**src/rtl/onchip_ram_burst_adapter.sv**
```systemverilog
// Avalon-MM burst slave in front of a single-port on-chip RAM: splits read and
// write bursts into one RAM word access per cycle and returns read beats with readdatavalid.
module onchip_ram_burst_adapter #(
   parameter int ADDR_W  = 14,
   parameter int DATA_W  = 32,
   parameter int BURST_W = 4,
   parameter int DEPTH   = 12288
) (
   input  logic                  clk,
   input  logic                  reset,
   input  logic [ADDR_W-1:0]     s_address,
   input  logic [BURST_W-1:0]    s_burstcount,
   input  logic                  s_read,
   input  logic                  s_write,
   input  logic [DATA_W-1:0]     s_writedata,
   input  logic [DATA_W/8-1:0]   s_byteenable,
   output logic                  s_waitrequest,
   output logic [DATA_W-1:0]     s_readdata,
   output logic                  s_readdatavalid,
   output logic [ADDR_W-1:0]     ram_address,
   output logic [DATA_W/8-1:0]   ram_byteenable,
   output logic                  ram_chipselect,
   output logic                  ram_write,
   output logic [DATA_W-1:0]     ram_writedata,
   output logic                  ram_clken,
   input  logic [DATA_W-1:0]     ram_readdata,
   output logic                  wrap_flag
);

   localparam logic [ADDR_W-1:0] LAST_ADDR = ADDR_W'(DEPTH - 1);

   typedef enum logic [1:0] {IDLE, RD, WR} state_t;

   state_t               state;
   logic [ADDR_W-1:0]    addr;          // address of the next beat to issue
   logic                 addr_wrapped;  // addr was reached by wrapping from LAST_ADDR
   logic [BURST_W-1:0]   beats_left;    // beats still to issue (RD) or accept (WR)
   logic [BURST_W-1:0]   req_count;
   logic                 accept_wr;
   logic                 accept_rd;

   function automatic logic [ADDR_W-1:0] next_addr(input logic [ADDR_W-1:0] a);
      return (a == LAST_ADDR) ? '0 : a + ADDR_W'(1);
   endfunction

   // NOTE: every signal written here gets a value on every path, so no latch is inferred.
   always_comb begin
      req_count = (s_burstcount == '0) ? BURST_W'(1) : s_burstcount;
      accept_wr = (state == IDLE) && !s_waitrequest && s_write;
      accept_rd = (state == IDLE) && !s_waitrequest && s_read && !s_write;
   end

   // The RAM output is already a register, so read data passes straight through
   // and lines up with the registered readdatavalid one cycle after each issue.
   assign s_readdata = ram_readdata;

   // NOTE: non-blocking assignments only, so every register sees pre-edge values.
   always_ff @(posedge clk) begin
      if (reset) begin
         state           <= IDLE;
         addr            <= '0;
         addr_wrapped    <= 1'b0;
         beats_left      <= '0;
         s_waitrequest   <= 1'b1;
         s_readdatavalid <= 1'b0;
         ram_address     <= '0;
         ram_byteenable  <= '0;
         ram_chipselect  <= 1'b0;
         ram_write       <= 1'b0;
         ram_writedata   <= '0;
         ram_clken       <= 1'b0;
         wrap_flag       <= 1'b0;
      end else begin
         ram_clken       <= 1'b1;
         ram_chipselect  <= 1'b0;
         ram_write       <= 1'b0;
         wrap_flag       <= 1'b0;
         s_readdatavalid <= ram_chipselect && !ram_write;

         unique case (state)
            IDLE: begin
               s_waitrequest <= 1'b0;
               if (accept_wr) begin
                  ram_chipselect <= 1'b1;
                  ram_write      <= 1'b1;
                  ram_address    <= s_address;
                  ram_writedata  <= s_writedata;
                  ram_byteenable <= s_byteenable;
                  addr           <= next_addr(s_address);
                  addr_wrapped   <= (s_address == LAST_ADDR);
                  beats_left     <= req_count - BURST_W'(1);
                  if (req_count != BURST_W'(1)) begin
                     state <= WR;
                  end
               end else if (accept_rd) begin
                  ram_chipselect <= 1'b1;
                  ram_address    <= s_address;
                  ram_byteenable <= '1;
                  addr           <= next_addr(s_address);
                  addr_wrapped   <= (s_address == LAST_ADDR);
                  beats_left     <= req_count - BURST_W'(1);
                  s_waitrequest  <= 1'b1;
                  state          <= RD;
               end
            end

            RD: begin
               if (beats_left != '0) begin
                  ram_chipselect <= 1'b1;
                  ram_address    <= addr;
                  ram_byteenable <= '1;
                  wrap_flag      <= addr_wrapped;
                  addr           <= next_addr(addr);
                  addr_wrapped   <= (addr == LAST_ADDR);
                  beats_left     <= beats_left - BURST_W'(1);
               end else if (!ram_chipselect) begin
                  // last read data is on its way back this cycle; reopen after it
                  s_waitrequest <= 1'b0;
                  state         <= IDLE;
               end
            end

            WR: begin
               if (s_write) begin
                  ram_chipselect <= 1'b1;
                  ram_write      <= 1'b1;
                  ram_address    <= addr;
                  ram_writedata  <= s_writedata;
                  ram_byteenable <= s_byteenable;
                  wrap_flag      <= addr_wrapped;
                  addr           <= next_addr(addr);
                  addr_wrapped   <= (addr == LAST_ADDR);
                  beats_left     <= beats_left - BURST_W'(1);
                  if (beats_left == BURST_W'(1)) begin
                     state <= IDLE;
                  end
               end
            end

            default: begin
               state <= IDLE;
            end
         endcase
      end
   end

endmodule

```
**config.mk**
```make
export PLATFORM = sky130hd
export DESIGN_NAME = onchip_ram_burst_adapter
export DESIGN_NICKNAME = d
export VERILOG_FILES = /design/src/rtl/onchip_ram_burst_adapter.sv
export SDC_FILE = /design/constraint.sdc
export NUM_CORES = 1
export LEC_CHECK = 0
export BUFFER_PORTS_ARGS = -buffer_cell sky130_fd_sc_hd__buf_2
export CAP_MARGIN = 20
export CORE_MARGIN = 2
export CORE_UTILIZATION = 45
export DETAILED_ROUTE_END_ITERATION = 10
export PLACE_DENSITY = 0.78
export SYNTH_ARGS = -nofsm -noshare
export SYNTH_HDL_FRONTEND = slang
export SYNTH_SLANG_ARGS = --single-unit
```
**constraint.sdc**
```tcl
create_clock -name clk -period 2.7 [get_ports clk]
set_input_delay 0.54 -clock clk [delete_from_list [all_inputs] [get_ports clk]]
set_output_delay 0.54 -clock clk [all_outputs]
set_load 0.01 [all_outputs]
```
Word-level counts from Yosys, hierarchy flattened
Index checks and enable logic that the tools add are counted.

Logic and storage cells: 103. Output and inout port bits: 88. Input bits: 90. Flip-flop bits (word level): 77.

Equal/unequal tests: 14. Add/subtract/negate cells: 4. Reduce and logical (&&, ||, !) cells: 18. Mux-type cells: 54.

Operators with widths (count): $mux 14 (10); $pmux 14 s3 (2); $mux 32 (2); $pmux 32 s2 (1); $mux 4 (9); $add 14x1->14 const B (2); $eq 14x14->1 const B (2); $pmux 4 s3 (2); $mux 1 (15); $mux 2 (7); $ne 2x2->1 const B (6); $sub 4x1->4 const B (2); $pmux 1 s2 (3); $pmux 1 s3 (2); $pmux 2 s3 (1); $reduce_and 3->1 (2); $reduce_and 6->1 (1); $logic_and 1x1->1 (5); $eq 4x1->1 const B (1); $logic_not 4->1 (1); $ne 4x1->1 const B (1); $reduce_and 4->1 (1); $reduce_bool 2->1 (2); $reduce_bool 4->1 (1); 7 further kinds (9).

Longest topological paths before layout
Gate-level depths: netlist of the first run.

Depth in word-level cells: 7. Depth in mapped cells: 9.

Least setup slack after synthesis of the first run
OpenSTA, ideal clock, no wires.

Kind: reg-to-reg. From: reg state[0]. To: reg ram_byteenable[2]. Clock period less this slack: 1.913 ns. Path buffers: 1. Arrival time: 1.786 ns. Cell stages (with the launch flop): 9. Setup slack: 0.787 ns. Path through: dfxtp_1 inv_1 ha_1 buf_2 clkinv_1 or3_1 o21a_1 mux2i_1 nor2_1.

Cells in the longest elaborated chain, start to end: 6.

RTL lines: start, declared (RTL line 34) `state_t state;`; start signal, assigned (RTL line 60) `state <= IDLE;`; start signal, assigned (RTL line 93) `state <= WR;`; start signal, assigned (RTL line 103) `state <= RD;`; $logic_not 2->1 (RTL line 49, 50, 80); $logic_and 1x1->1 (RTL line 49, 50); $logic_and 1x1->1 (2 in a row) (RTL line 50) `accept_rd = (state == IDLE) && !s_waitrequest && s_read && !s_write;`; $ne 3x3->1 (no line); $reduce_and 4->1 (no line); end signal, assigned (RTL line 88) `ram_byteenable <= s_byteenable;`; end signal, assigned (RTL line 129) `ram_byteenable <= s_byteenable;`; end, declared (RTL line 21) `output logic [DATA_W/8-1:0] ram_byteenable,`.

Parallel ways exist; a longest one is shown, timed or not. A chain may end at the register's enable or synchronous reset.

Worst setup path after layout of the first run
From: reg beats_left[0]. To: reg ram_byteenable[1].

Cells in the longest elaborated chain, start to end: 3.

RTL lines: start, declared (RTL line 37) `logic [BURST_W-1:0] beats_left;`; start signal, assigned (RTL line 91) `beats_left <= req_count - BURST_W'(1);`; start signal, assigned (RTL line 101) `beats_left <= req_count - BURST_W'(1);`; start signal, assigned (RTL line 115) `beats_left <= beats_left - BURST_W'(1);`; $reduce_bool 4->1 (RTL line 108) `if (beats_left != '0) begin`; $ne 2x2->1 (no line); $reduce_and 4->1 (no line).

Every way passes these cells.

==> flow_summary.yaml, run 1 <==
outcome:
  status: "finished clean"
routing:
  dr.pass1.iters: 4
  topRoutingLayerUsed: "met4"
  wl_met2_um: 4870
  wl_met1_um: 4380
  num_vias: 3845
  dr.first_iter.drc_count: 345
  drc: 0
  routedWlPerCell_um: 14.8
  wl_um: 10200
  drt.antenna.violating_nets: 0
  routed-wl-met3_um: 696
  avgViaCountPerCell: 5.60
floorplan:
  ios: 178
  die-width_um: 98.4
  die_y_um: 98.4
  core_area_um2: 8680
  dieArea_um2: 9690
  rows: 34
  initial_core_util: 0.462
clock_network:
  cts_resized: 0
  clock_latency_ns: 0.35
  cts-htree-levels: 3
  cts-root-buf: "clkbuf_8"
  tritoncts: "yes"
  clk_path_buf_depth: 2
  cts_setup_buffers: 0
  cts-hold-fix-buffers: 0
  cts.sinks: 77
  clk_pin_slew_worst_paths_ns: 0.09
  cts_buffers: 9
power_and_ir_drop:
  clock_power_share: 0.196
  power_mw: 4.63
  p_comb_frac: 0.440
  pwr-share-seq: 0.363
  p_per_area_nw_per_um2: 994
  p_sw_frac: 0.413
  p_leak_nw: 1.95
  ir_worst_vdd_mv: 0.449
  intPower_mw: 2.72
  switchingPower_mw: 1.91
setup_path:
  crit_family: "simple AND/OR/NAND/NOR gates"
  cp_max_fo: 17
  worstSetupStartpointType: "flop"
  worstPathArrival_ns: 2.74
  crit_type: "flop to flop"
  cp_num_buf_inv: 1
  crit_path_cell_trace: "inv_1 -> ha_1 -> or3b_4 -> a21oi_1 -> nand2b_1 -> nor2_1 -> a211oi_1"
  worstPathRequired_ns: 2.96
  end_kind: "flop"
  slowest_delay_ns: 0.61
  crit_slowest_cell: "nand2b_1"
placed_design:
  port-buffer-count: 113
  hpwl_um: 7390
  globalplace.congestion: 0.860
  placed_area_um2: 4460
synth:
  ys_async_sr_fraction: 0
  synthFlopType: "dfxtp_1"
  avgSynthCellArea_um2: 8.06
  ys_seq_elements: 77
  syn_inst: 498
  syn_nets: 598
  ys_warn_count: 0
  synth_area_leaders: "dfxtp_1, nand2_1, buf_4, a21oi_1, a211oi_1"
  yosysTopAreaCellShare: 0.384
  synth_edf_count: 0
  synth_seq_area_share: 0.384
  yosysTopAreaCell: "dfxtp_1"
  syn_area_um2: 4010
  synth.distinct_cells: 54
global_routing:
  grt_overflow: 0
  grt_use_total: 0.204
  grt_pass1_vias: 3498
  grt_max_degree: 46
  antenna_found_initial: 0
  grt_pass1_wl_um: 16500
finish:
  final_cell_area_um2: 4660
  seq_area_um2: 1540
  area_delta_synth_final_pct: 16.2
  diodes: 0
  multi_input_area_um2: 2040
  final_util: 0.537
  nFillCells: 802
  final_net_count: 673
  drive_gt1_frac: 0.263
timing:
  finalSetupViolCount: 0
  max_freq_mhz: 404
  rsz0062_at_grt: "false"
  finalCritPeriodShare: 0.917
  finalSetupTns_ns: 0
  clock_skew_ns: 0.0140
  drv_slew: 0
  period_needed_ns: 2.48
  maxSlewHeadroom: 0.531
  worstMarginPinSlew_ns: 0.703
  finalHoldViolCount: 0
  hold_slack_ns: 0.421
flow_run:
  drv_cap: 0
worst_hold_path:
  hold_path_class: "input port to flop"
[tightest hold or removal path, stage by stage]
cell	delay, ns
buf_2	0.10
nand2_1	0.05
a21oi_1	0.05
[cell usage in the layout (no fill, tap or decap), drive strengths merged, types with 3 or more instances in the layout]
cell type	instances
a211oi	21
a21oi	47
a311oi	3
a31oi	6
and2	3
and3	3
and4	4
buf	124
clkbuf	9
clkinv	3
dfxtp	77
ha	10
inv	19
mux2i	13
nand2	84
nand3	19
nand4	11
nor2	40
nor2b	4
nor3	10
o21ai	14
o311ai	3
o32ai	4
or3	3
xnor2	9
xor2	3
[power groups by stage]
stage	combinational, mW	sequential (mW)	clock, mW
2_1_floorplan	1.40	1.74	0
3_3_place_gp	1.97	1.68	0
3_5_place_dp	2.02	1.70	0
4_1_cts	2.03	1.68	0.927
5_1_grt	2.26	1.72	0.973
6_report	2.04	1.68	0.910
[layout make-up]
cell class | instances | area share
clock buffer | 9 | 0.0266
clock inverter | 7 | 0.0172
inverter | 17 | 0.0137
multi-input combinational | 344 | 0.439
sequential | 77 | 0.331
tap | 108 | 0.0290
timing repair buffer | 124 | 0.144
[Yosys cell counts (4+ instances only)]
library cell,count
nand2_1,84
dfxtp_1,77
a21oi_1,47
nor2_1,40
buf_4,38
a211oi_1,20
nand3_1,19
inv_1,15
clkbuf_1,13
mux2i_1,13
o21ai_0,13
ha_1,10
nand4_1,10
nor3_1,10
xnor2_1,9
a31oi_1,5
buf_2,5
buf_1,4
nor2b_1,4
o32ai_1,4
[per-layer routing]
metal  vias to the layer above  track usage
met5                         -            0
met4                         0       0.0769
met3                        28       0.0461
met2                       171        0.338
met1                      1780        0.260
li1                       1866            -
[logic make-up (layout without fill, tap and decap cells)]
kind of cell	Yosys count	after routing	share of synthesized area
and+or+nand+nor	192	192	0.221
AOI/OAI and AO/OA	115	115	0.190
DFF	77	77	0.384
buffers and inverters	77	157	0.109
muxes	15	15	0.0380
xor gates and xnor gates	12	12	0.0262
adders and majority gates	10	10	0.0312
[through the flow]
step,instances,worst slack (ns)
4_1_cts,686,0.273
3_5_place_dp,670,0.301
2_1_floorplan,498,0.787
3_3_place_gp,670,0.400
5_1_grt,686,0.0785
6_report,686,0.225
[state kept, by name, indices dropped and copies added, names as in the netlist]
register         cells
ram_chipselect       1
ram_write            1
wrap_flag            1
addr                14
ram_address         14
beats_left           4
s_readdatavalid      1
ram_byteenable       4
ram_writedata       32
state                2
addr_wrapped         1
ram_clken            1
s_waitrequest        1
[worst paths after layout]
path,startpoint,endpoint,slack (ns),cells after the start
worst max-delay path,beats_left[0]$_SDFFE_PP0P_,ram_byteenable[1]$_SDFFE_PP0P_,0.22,7
worst min-delay path,s_writedata[30],ram_writedata[30]$_SDFFE_PP0P_,0.42,3
worst max register to register,beats_left[0]$_SDFFE_PP0P_,ram_byteenable[1]$_SDFFE_PP0P_,0.22,7
worst min register to register,ram_write$_SDFF_PP0_,s_readdatavalid$_SDFF_PP0_,0.44,1
Power figures use the tool's default switching activity.
==> run 2: changes to the inputs <==
Settings changed: CORE_MARGIN 2 to not set.
==> run 2 against run 1 <==
Against the previous run:
- final area down 1.1%
- combinational power is 3% lower
- global-route usage is 1.3 points higher
- largest cell class unchanged
==> flow_summary.yaml, run 2 (synthesized netlist as in run 1, its figures left out) <==
outcome:
  status: "finished clean"
setup_path:
  worstPathArrival_ns: 2.58
  crit_type: "flop to flop"
  end_kind: "flop"
  worstSetupStartpointType: "flop"
  cp_max_fo: 30
  r2r_cells: 8
  worstPathRequired_ns: 2.95
  r2r-end: "addr[11]$_SDFFE_PP0P_"
  r2r_setup_slack_ns: 0.38
  startpoint: "state[0]$_SDFFE_PP0P_"
  r2r_start: "state[0]$_SDFFE_PP0P_"
routing:
  drt.antenna.violating_nets: 0
  avgViaCountPerCell: 5.55
  drc: 0
  wl_um: 10200
  dr.pass1.iters: 5
  num_vias: 3797
  dr.first_iter.drc_count: 274
  routedWlPerCell_um: 14.9
finish:
  stdcell_count: 684
  top_regs: "ram_writedata x32, addr x14, ram_address x14"
  largest_register_ffs: 32
  final_common_cell: "buf_2"
  final_net_count: 671
  area_delta_synth_final_pct: 14.9
  drive_gt1_frac: 0.260
  diodes: 0
  final_cell_mix: "buf_2, nand2_1, dfxtp_1, a21oi_1, nor2_1"
  largest_register: "ram_writedata"
  final_cell_area_um2: 4610
  final_util: 0.531
timing:
  period_needed_ns: 2.32
  hold_slack_ns: 0.421
  finalSetupViolCount: 0
  drv_slew: 0
  max_freq_mhz: 431
  worstMarginPinSlew_ns: 0.732
  finalHoldViolCount: 0
  finalCritPeriodShare: 0.860
  maxSlewHeadroom: 0.512
  finalSetupTns_ns: 0
  clock_skew_ns: 0.0109
  setup_ws_ns: 0.378
  rsz0062_at_grt: "false"
clock_network:
  cts-hold-fix-buffers: 0
  clk_path_buf_depth: 2
  cts_buffers: 9
  cts_setup_buffers: 0
  tritoncts: "yes"
  clock_latency_ns: 0.35
  cts.sinks: 77
  cts-htree-levels: 3
  cts-root-buf: "clkbuf_8"
  clk_pin_slew_worst_paths_ns: 0.08
power_and_ir_drop:
  p_leak_nw: 1.92
  p_per_area_nw_per_um2: 979
  power_mw: 4.52
  ir_worst_vdd_mv: 0.419
placed_design:
  hpwl_um: 7490
  dpl_worst_slack_ns: 0.257
  placed_area_um2: 4420
  port-buffer-count: 113
  dp_cells: 668
  globalplace.congestion: 0.872
floorplan:
  die-width_um: 96.4
  rows: 34
  initial_core_util: 0.462
  die_y_um: 96.4
  core_area_um2: 8680
  dieArea_um2: 9300
  ios: 178
worst_hold_path:
  min_to: "s_readdatavalid$_SDFF_PP0_"
  hold_path_class: "flop to flop"
  holdPathStages: 1
  hold_path.startpoint: "ram_write$_SDFF_PP0_"
flow_run:
  drv_cap: 0
global_routing:
  grt_pass1_vias: 3427
  grt_pass1_wl_um: 15700
  grt_use_total: 0.217
  grt_overflow: 0
  grt_max_degree: 33
  antenna_found_initial: 0
## run 2: cell count changes in the layout (fill, tap and decap cells not counted)
cell and delta:
inv_6 -3, buf_12 -2, clkinv_2 +1, inv_8 -1, clkinvlp_4 +1, nand2b_2 +1
clkinv_4 +1, nand2b_1 -1, clkbuf_1 +1
## run 2: power breakdown
part | leakage (nW) | internal, mW | switching, mW
sequential | 0.631 | 1.44 | 0.244
combinational | 1.20 | 0.780 | 1.20
clock | 0.0923 | 0.426 | 0.433
## run 2: worst max-delay path, stage by stage, from the launching register on
cell,delay (ns)
dfxtp_1,0.39
inv_1,0.08
ha_1,0.29
nor2b_1,0.19
a211oi_2,0.32
nor2b_4,0.21
buf_4,0.30
nand4_1,0.18
o311ai_1,0.28
## run 2: area by class of cell
| class | instances | area [um^2] |
|---|---|---|
| Tap cell | 108 | 135 |
| Fill cell | 810 | 4070 |
| Timing Repair Buffer | 122 | 633 |
| Multi-Input combinational cell | 344 | 2050 |
| Sequential cell | 77 | 1540 |
| Clock inverter | 6 | 63.8 |
| Clock buffer | 10 | 128 |
| Inverter | 17 | 63.8 |
## run 2: timing repair
item                       in CTS  in global routing
hold endpoints to repair        0                  0
resized for setup               0                  1
setup endpoints to repair       0                  1
## run 2: worst max path at each step
stage / end / slack [ns] / cells after the start
5_1_grt: addr[11]$_SDFFE_PP0P_ / 0.20 / 8
2_1_floorplan: ram_byteenable[2]$_SDFFE_PP0P_ / 0.79 / 8
3_5_place_dp: ram_byteenable[1]$_SDFFE_PP0P_ / 0.26 / 7
6_report: addr[11]$_SDFFE_PP0P_ / 0.38 / 8
3_3_place_gp: ram_byteenable[1]$_SDFFE_PP0P_ / 0.39 / 7
4_1_cts: ram_byteenable[1]$_SDFFE_PP0P_ / 0.23 / 7
## run 2: metal layers
| layer | track usage | wire (um) |
|---|---|---|
| met1 | 0.248 | 4180 |
| met2 | 0.382 | 5150 |
| met3 | 0.0407 | 668 |
| met4 | 0.114 | 207 |
| met5 | 0 | 0 |
==> run 3: changes to the inputs <==
Settings changed: BUFFER_PORTS_ARGS -buffer_cell sky130_fd_sc_hd__buf_2 to -buffer_cell sky130_fd_sc_hd__clkbuf_2, GPL_TIMING_DRIVEN set to 0, TNS_END_PERCENT set to 20.
==> run 3 against run 2 <==
Against the previous run:
- clock-buffer cell count decreased by 1
- largest cell class unchanged
- global-route usage increased by 2.5 points
- maximum frequency is 0.27% lower
- critical endpoint is now addr[0]$_SDFFE_PP0P_
- sequential share of layout area down 3.3 points
- critical path depth down 2
- non-clock buffer count grew 81
- combinational power grew 9%
- clock skew increased by 0.0032 ns
==> flow_summary.yaml, run 3 (synthesized netlist as in run 1, its figures left out) <==
outcome:
  status: "finished clean"
setup_path:
  cp_max_fo: 7
  crit_type: "flop to flop"
  worstSetupStartpointType: "flop"
  crit_slowest_cell: "o41ai_2"
  crit_path_cell_trace: "ha_1 -> nand3_1 -> o41ai_2 -> nor2_1 -> a211oi_1 -> nor3_1"
  worstPathArrival_ns: 2.54
  r2r-end: "addr[0]$_SDFFE_PP0P_"
  r2r_start: "addr[0]$_SDFFE_PP0P_"
  r2r_cells: 6
  r2r_setup_slack_ns: 0.37
  slowest_delay_ns: 0.89
  end_kind: "flop"
  worstPathRequired_ns: 2.92
global_routing:
  grt_pass1_wl_um: 17200
  grt_max_degree: 15
  grt_overflow: 0
  grt_use_total: 0.242
  antenna_found_initial: 0
  grt_pass1_vias: 3620
placed_design:
  globalplace.congestion: 0.894
  port-buffer-count: 143
  hpwl_um: 8700
power_and_ir_drop:
  p_leak_nw: 2.23
  p_per_area_nw_per_um2: 965
  ir_worst_vdd_mv: 0.336
  power_mw: 4.93
finish:
  final_net_count: 752
  largest_register: "ram_writedata"
  top_regs: "ram_writedata x32, addr x14, ram_address x14"
  seq_area_um2: 1540
  diodes: 0
  multi_input_area_um2: 2040
  nFillCells: 782
  final_cell_mix: "clkbuf_2, nand2_1, dfxtp_1, a21oi_1, nor2_1"
  area_delta_synth_final_pct: 27.4
  largest_register_ffs: 32
  drive_gt1_frac: 0.324
  final_common_cell: "clkbuf_2"
timing:
  clock_skew_ns: 0.0141
  finalSetupViolCount: 0
  period_needed_ns: 2.33
  finalSetupTns_ns: 0
  worstMarginPinSlew_ns: 0.861
  finalCritPeriodShare: 0.862
  drv_slew: 0
  max_freq_mhz: 429
  finalHoldViolCount: 0
  maxSlewHeadroom: 0.420
  hold_slack_ns: 0.393
  rsz0062_at_grt: "false"
clock_network:
  cts-hold-fix-buffers: 0
  cts-htree-levels: 3
  clock_latency_ns: 0.36
  tritoncts: "yes"
  clk_pin_slew_worst_paths_ns: 0.09
  cts_buffers: 9
  cts-root-buf: "clkbuf_8"
  cts.sinks: 77
  clk_path_buf_depth: 2
worst_hold_path:
  min_to: "ram_writedata[30]$_SDFFE_PP0P_"
  holdPathStages: 3
  hold_path_class: "input port to flop"
  hold_path.startpoint: "s_writedata[30]"
routing:
  dr.first_iter.drc_count: 232
  dr.pass1.iters: 5
  drt.antenna.violating_nets: 0
  num_vias: 4229
  routedWlPerCell_um: 15.0
  drc: 0
  wl_um: 11500
  avgViaCountPerCell: 5.53
flow_run:
  drv_cap: 0
floorplan:
  rows: 34
  dieArea_um2: 9300
  die-width_um: 96.4
  die_y_um: 96.4
  ios: 178
  core_area_um2: 8680
  initial_core_util: 0.462
-- run 3: critical path, delay by kind of cell (launching register included) --
| family | cells | cell delay [ns] |
|---|---|---|
| compound gates | 2 | 1.15 |
| fa+ha+maj | 1 | 0.23 |
| flops | 1 | 0.42 |
| simple gates | 3 | 0.40 |
-- run 3: how the worst max path moves through the flow --
stage	startpoint	endpoint	slack, ns
final	addr[0]$_SDFFE_PP0P_	addr[0]$_SDFFE_PP0P_	0.37
after global routing	state[1]$_SDFFE_PP0P_	addr[11]$_SDFFE_PP0P_	0.21
after CTS	state[0]$_SDFFE_PP0P_	addr[9]$_SDFFE_PP0P_	0.17
after detailed placement	state[0]$_SDFFE_PP0P_	addr[9]$_SDFFE_PP0P_	0.20
after global placement	state[0]$_SDFFE_PP0P_	addr[9]$_SDFFE_PP0P_	0.1
after floorplan	state[0]$_SDFFE_PP0P_	ram_byteenable[2]$_SDFFE_PP0P_	0.79
-- run 3: area by class of cell --
class | instances | area share
Timing Repair Buffer | 143 | 0.140
Tap cell | 108 | 0.0264
Clock buffer | 9 | 0.0242
Buffer | 60 | 0.0732
Clock inverter | 7 | 0.0237
Multi-Input combinational cell | 344 | 0.398
Sequential cell | 77 | 0.302
Inverter | 17 | 0.0125
-- run 3: routing by layer --
layer | track usage | routed length, um | up-vias
met1 | 0.287 | 4530 | 1937
met5 | 0 | 0 | -
li1 | - | - | 2036
met4 | 0.0821 | 220 | 0
met3 | 0.0509 | 1020 | 21
met2 | 0.431 | 5710 | 235
-- run 3: report_power, final --
| part | switching [mW] | internal, mW |
|---|---|---|
| registers | 0.254 | 1.44 |
| logic | 1.31 | 0.853 |
| clock network | 0.460 | 0.621 |
-- run 3: timing repair --
| item | in CTS | in global routing |
|---|---|---|
| endpoints found under the setup margin | 0 | 2 |
| resized for setup | 0 | 1 |
| endpoints found under the hold margin | 0 | 0 |
| setup buffers | 0 | 0 |
-- run 3: metrics by stage --
| stage | util | setup slack (ns) | instances | area (um^2) |
|---|---|---|---|---|
| 3_5_place_dp | 0.560 | 0.200 | 749 | 4860 |
| 5_1_grt | 0.589 | 0.208 | 765 | 5110 |
| 2_1_floorplan | - | 0.787 | 498 | 4010 |
| 6_report | 0.589 | 0.371 | 765 | 5110 |
| 3_3_place_gp | 0.560 | 0.0965 | 749 | 4860 |
| 4_1_cts | 0.589 | 0.173 | 765 | 5110 |
